[src/rtl/uart_rx_deframer_if.sv]
// Byte-stream handshake between the UART deframer FIFO and its consumer.
interface uart_rx_deframer_if;
   logic [7:0] data_o;
   logic       valid_o;
   logic       ready_i;

   modport master (output data_o, output valid_o, input ready_i);
   modport slave  (input data_o, input valid_o, output ready_i);
endinterface

[src/rtl/uart_rx_deframer.sv]
// UART 8N1 receiver: synchronizes the SoC tx line, deframes bytes and
// buffers them in a small FIFO with valid/ready output and RTS flow control.
module uart_rx_deframer #(
   parameter int unsigned CLKS_PER_BIT = 87,
   parameter int unsigned FIFO_DEPTH   = 8
) (
   input  logic                      clk,
   input  logic                      rst_n,
   input  logic                      rx_i,
   uart_rx_deframer_if.master        rx_bus,
   output logic                      rts_o,
   output logic                      frame_err_o,
   output logic                      overrun_o
);

   localparam int unsigned AW      = $clog2(FIFO_DEPTH);
   localparam logic [15:0] HALF_C  = 16'(CLKS_PER_BIT / 2 - 1);
   localparam logic [15:0] LAST_C  = 16'(CLKS_PER_BIT - 1);
   localparam logic [AW:0] DEPTH_C = (AW + 1)'(FIFO_DEPTH);
   localparam logic [AW:0] CONE_C  = (AW + 1)'(1);
   localparam logic [AW-1:0] PONE_C = AW'(1);

   localparam logic [2:0] S_IDLE  = 3'd0;
   localparam logic [2:0] S_START = 3'd1;
   localparam logic [2:0] S_DATA  = 3'd2;
   localparam logic [2:0] S_STOP  = 3'd3;
   localparam logic [2:0] S_BREAK = 3'd4;

   logic          rx_m, rx_s;
   logic [2:0]    state;
   logic [15:0]   cnt;
   logic [2:0]    bit_idx;
   logic [7:0]    shreg;

   logic [7:0]    mem [FIFO_DEPTH];
   logic [AW-1:0] wr_ptr, rd_ptr;
   logic [AW:0]   count, count_nxt;
   logic          stop_smp, push_req, pop, full, push_ok;

   // Two-flop synchronizer for the asynchronous serial line, idling high.
   always_ff @(posedge clk or negedge rst_n) begin
      if (!rst_n) begin
         rx_m <= 1'b1;
         rx_s <= 1'b1;
      end else begin
         rx_m <= rx_i;
         rx_s <= rx_m;
      end
   end

   // Frame deframing state machine: mid-start check, 8 data bits, stop check.
   always_ff @(posedge clk or negedge rst_n) begin
      if (!rst_n) begin
         state   <= S_IDLE;
         cnt     <= '0;
         bit_idx <= '0;
         shreg   <= '0;
      end else begin
         case (state)
            S_IDLE: begin
               if (!rx_s) begin
                  state <= S_START;
                  cnt   <= '0;
               end
            end
            S_START: begin
               if (cnt == HALF_C) begin
                  if (!rx_s) begin
                     state   <= S_DATA;
                     cnt     <= '0;
                     bit_idx <= '0;
                  end else begin
                     state <= S_IDLE;
                  end
               end else begin
                  cnt <= cnt + 16'd1;
               end
            end
            S_DATA: begin
               if (cnt == LAST_C) begin
                  cnt            <= '0;
                  shreg[bit_idx] <= rx_s;
                  if (bit_idx == 3'd7) state <= S_STOP;
                  else                 bit_idx <= bit_idx + 3'd1;
               end else begin
                  cnt <= cnt + 16'd1;
               end
            end
            S_STOP: begin
               if (cnt == LAST_C) begin
                  cnt   <= '0;
                  state <= rx_s ? S_IDLE : S_BREAK;
               end else begin
                  cnt <= cnt + 16'd1;
               end
            end
            S_BREAK: begin
               if (rx_s) state <= S_IDLE;
            end
            default: state <= S_IDLE;
         endcase
      end
   end

   // Push/pop decode; a full FIFO still accepts a push when a pop frees a slot.
   always_comb begin
      stop_smp  = (state == S_STOP) && (cnt == LAST_C);
      push_req  = stop_smp && rx_s;
      full      = (count == DEPTH_C);
      pop       = (count != '0) && rx_bus.ready_i;
      push_ok   = push_req && (!full || pop);
      count_nxt = count;
      if (push_ok && !pop)      count_nxt = count + CONE_C;
      else if (!push_ok && pop) count_nxt = count - CONE_C;
   end

   // FIFO storage, pointers, occupancy and registered status outputs.
   always_ff @(posedge clk or negedge rst_n) begin
      if (!rst_n) begin
         for (int unsigned i = 0; i < FIFO_DEPTH; i++) mem[i] <= '0;
         wr_ptr      <= '0;
         rd_ptr      <= '0;
         count       <= '0;
         rts_o       <= 1'b1;
         frame_err_o <= 1'b0;
         overrun_o   <= 1'b0;
      end else begin
         if (push_ok) begin
            mem[wr_ptr] <= shreg;
            wr_ptr      <= wr_ptr + PONE_C;
         end
         if (pop) rd_ptr <= rd_ptr + PONE_C;
         count       <= count_nxt;
         rts_o       <= (count_nxt < (DEPTH_C - CONE_C));
         frame_err_o <= stop_smp && !rx_s;
         overrun_o   <= push_req && full && !pop;
      end
   end

   assign rx_bus.valid_o = (count != '0);
   assign rx_bus.data_o  = mem[rd_ptr];

endmodule

[src/flat_wrapper.sv]
// flat-port wrapper written by rule: the top's interface ports become plain ports
module uart_rx_deframer_flat 
#(
   parameter int unsigned CLKS_PER_BIT = 87,
   parameter int unsigned FIFO_DEPTH   = 8
)
  (clk, rst_n, rx_i, rts_o, frame_err_o, overrun_o, rx_bus_data_o, rx_bus_valid_o, rx_bus_ready_i);
  uart_rx_deframer_if rx_bus_i ();
  input  logic clk;
  input  logic rst_n;
  input  logic rx_i;
  output logic rts_o;
  output logic frame_err_o;
  output logic overrun_o;
  output wire logic [$bits(rx_bus_i.data_o)-1:0] rx_bus_data_o;
  output wire logic [$bits(rx_bus_i.valid_o)-1:0] rx_bus_valid_o;
  input wire logic [$bits(rx_bus_i.ready_i)-1:0] rx_bus_ready_i;
  assign rx_bus_data_o = rx_bus_i.data_o;
  assign rx_bus_valid_o = rx_bus_i.valid_o;
  assign rx_bus_i.ready_i = rx_bus_ready_i;
  uart_rx_deframer #(.CLKS_PER_BIT(CLKS_PER_BIT), .FIFO_DEPTH(FIFO_DEPTH)) u_core (.clk(clk), .rst_n(rst_n), .rx_i(rx_i), .rx_bus(rx_bus_i), .rts_o(rts_o), .frame_err_o(frame_err_o), .overrun_o(overrun_o));
endmodule
[config.mk]
export PLATFORM = sky130hd
export DESIGN_NAME = uart_rx_deframer_flat
export DESIGN_NICKNAME = d
export VERILOG_FILES = /design/src/rtl/uart_rx_deframer_if.sv /design/src/rtl/uart_rx_deframer.sv /design/src/flat_wrapper.sv
export SDC_FILE = /design/constraint.sdc
export NUM_CORES = 1
export LEC_CHECK = 0
export BUFFER_PORTS_ARGS = -buffer_cell sky130_fd_sc_hd__buf_2
export CAP_MARGIN = 0
export CORE_MARGIN = 3
export CORE_UTILIZATION = 45
export CTS_CLUSTER_DIAMETER = 40
export DETAILED_ROUTE_END_ITERATION = 10
export PLACE_DENSITY = 0.62
export SLEW_MARGIN = 20
export SYNTH_ARGS = -nofsm -noshare
export SYNTH_HDL_FRONTEND = slang
export SYNTH_SLANG_ARGS = --single-unit
[constraint.sdc]
create_clock -name clk -period 5.3 [get_ports clk]
set_input_delay 0.53 -clock clk [delete_from_list [all_inputs] [get_ports clk]]
set_output_delay 0.53 -clock clk [all_outputs]
set_load 0.05 [all_outputs]
==> metrics.txt <==
status completed; Pwr Total 1.983 mW; post-synth top area share 0.4934; die width 115.3 um; VDD IR-drop max 0.0001410 V; crit-path max FO 8; CP Data Required Time 5.53 ns; ranking of synthesized cells by area dfrtp_1, mux2_2, mux4_2; IO Pins 16; Syn Area/Cell 12.59 um2; Mapped Cells 427; DR pass1 iterations 4; slew margin rel. 0.3346; Fin Hold WS 0.2769 ns; # nets final 451; CTS tree done; Tcrit/Tclk final 0.5710; Max Slew Vio Count 0; met3 GRT Util 0.02526; vias per inst 5.819; most frequent CP cell or4_4; clk buf depth 2; largest net degree at the start of global routing 72; Worst Hold Class primary input to flip-flop; asr flop ratio synth 1.000; cell at the slowest stage of the critical path or4_4; vias in the first global route 3421; Commonest cells post-synth dfrtp_1, mux2_2, nand2_1; worst setup slack after placement 2.293 ns; CP startpoint kind flip-flop; crit path cell chain or4_4 > or4_4 > nor3_4 > nand2_4 > nor3b_4 > mux2_2; Hold Buf Count CTS 0; GRT Resource Usage Total 0.1691; ant diodes 0; clk root buf clkbuf_16; minimum clock period 3.026 ns; Slew @ Worst Pin 0.9899 ns; fraction of layout cells with a size suffix above 1 0.3423; wire per inst 17.32 um; final hold vios 0; met1 GRT Util 0.2332; RSZ-0062 raised after global routing false; postcts setup bufs 0; synth unique cells 58; ys flop type dfrtp_1; GRT busiest layer met2; RD Place Congestion 0.8277; WP buf/inv 0; number of port buffers 15; clock skew 0.006866 ns; via count 3416; CORE AREA 11560 um2; register area share after synthesis 0.5080; htree depth 3; site row count 39; Initial Utilization 0.4649; setup TNS 0 ns; cell taking the most area after synthesis dfrtp_1; Cell Pwr Density 337.0 nW/um2; synth-to-layout area growth 9.472%; max cap viols 0; WS Path Type flip-flop to flip-flop; Final Util 0.5089; Starting DRT DRC Count 211; Worst-path clk slew 0.07 ns; most numerous cell in the Yosys netlist dfrtp_1; Top Family by Delay on Critical Path simple AND/OR/NAND/NOR gates; crit end category flip-flop; die area 13300 um2; dpl hpwl 7090 um; # DRC 0; Ys Warns 0; clock buffer count from CTS 9; max incr delay on CP 0.55 ns; Lkg Pwr 2.715 nW; Post-Syn Nets 439; worst setup margin 2.274 ns; Skew-Pair Late Insertion Delay 0.35 ns; M2 GR Usage 0.2708; # setup viols final 0; PostCTS Resize Cnt 0; final WL 10170 um; CP arrival 3.26 ns; Achievable Freq 330.5 MHz; mapped cell area 5376 um2; Final ANT Viol Nets 0; Die Span Y 115.3 um; first-pass GRT wire length 17530 um; number of synthesized flops with an enable pin 0; initial antenna violation count 0; clk sinks 109; total gr overflow 0; FF+latch count, synth 109
-- through the flow --
stage | instance area [um2] | instances
detailed placement | 5590 | 571
CTS | 5886 | 587
floorplan | 5376 | 427
global route | 5886 | 587
finish | 5886 | 587
global placement | 5590 | 571
-- power breakdown --
part	switching (mW)	total [mW]	internal, mW
Combinational	0.205	0.368	0.164
Sequential	0.0865	0.964	0.878
Clock	0.302	0.651	0.349
Total	0.593	1.98	1.39
-- placed cells by master, fill, tap and decap left out, types with 4 or more instances in the layout --
cell,n
dfrtp_1,106
mux2_2,82
nand2_1,25
nor2_1,18
mux4_2,16
buf_2,14
a21oi_1,13
a31oi_1,12
o21ai_0,12
inv_1,11
nand3_1,10
nand2b_1,9
clkbuf_16,9
nor3_1,8
ha_1,8
xnor2_1,6
and3_1,6
nand4_1,4
mux2i_1,4
nor4_1,4
buf_4,4
-- cells by family after synthesis --
group	after synthesis	synth area share
AO/OA/AOI/OAI	59	0.07052
buffers and inverters	28	0.01978
XOR/XNOR	7	0.01140
AND/OR/NAND/NOR	113	0.1233
flip-flops	109	0.5080
adder cells (fa/ha/maj)	8	0.01862
multiplexers	103	0.2483
-- flip-flops by register name, indices dropped and copies added, names as in the netlist, 3 cells and up --
register and cells:
u_core.count 4, u_core.mem 64, u_core.shreg 8, u_core.rd_ptr 3, u_core.state 3, u_core.bit_idx 3
u_core.cnt 16, u_core.wr_ptr 3
-- worst paths after layout --
| kind | cells after the start | from | end | slack [ns] |
|---|---|---|---|---|
| max | 6 | u_core.cnt[8]$_DFFE_PN0P_ | u_core.mem[20]$_DFFE_PN0P_ | 2.27 |
| min | 1 | rx_i | u_core.rx_m$_DFF_PN1_ | 0.28 |
| max reg2reg | 6 | u_core.cnt[8]$_DFFE_PN0P_ | u_core.mem[20]$_DFFE_PN0P_ | 2.27 |
| min reg2reg | 0 | u_core.rx_m$_DFF_PN1_ | u_core.rx_s$_DFF_PN1_ | 0.36 |
| max in group asynchronous | 2 | rst_n | u_core.rx_s$_DFF_PN1_ | 3.98 |
| min in group asynchronous | 1 | rst_n | u_core.mem[56]$_DFFE_PN0P_ | 0.29 |
-- worst register-to-register path, delay by kind of cell (launching register included) --
family	cells	cell delay [ns]
muxes	1	0.41
and+or+nand+nor	5	2.02
DFF	1	0.48
-- cell type report --
class	count	area, um2
well taps	143	178.9
inverters	11	41.29
clock inverters	5	42.54
fillers	983	5679
repair buffers	18	100.1
clock buffers	11	252.7
multi-input cells	290	2539
flip-flops and latches	109	2731
-- layer usage --
| layer | wire length (um) | vias to the layer above |
|---|---|---|
| met2 | 4833 | 40 |
| met4 | 169 | 0 |
| met3 | 211 | 12 |
| met5 | 0 | - |
| met1 | 4951 | 1756 |
| li1 | - | 1608 |
(Power assumes the default switching activity.)
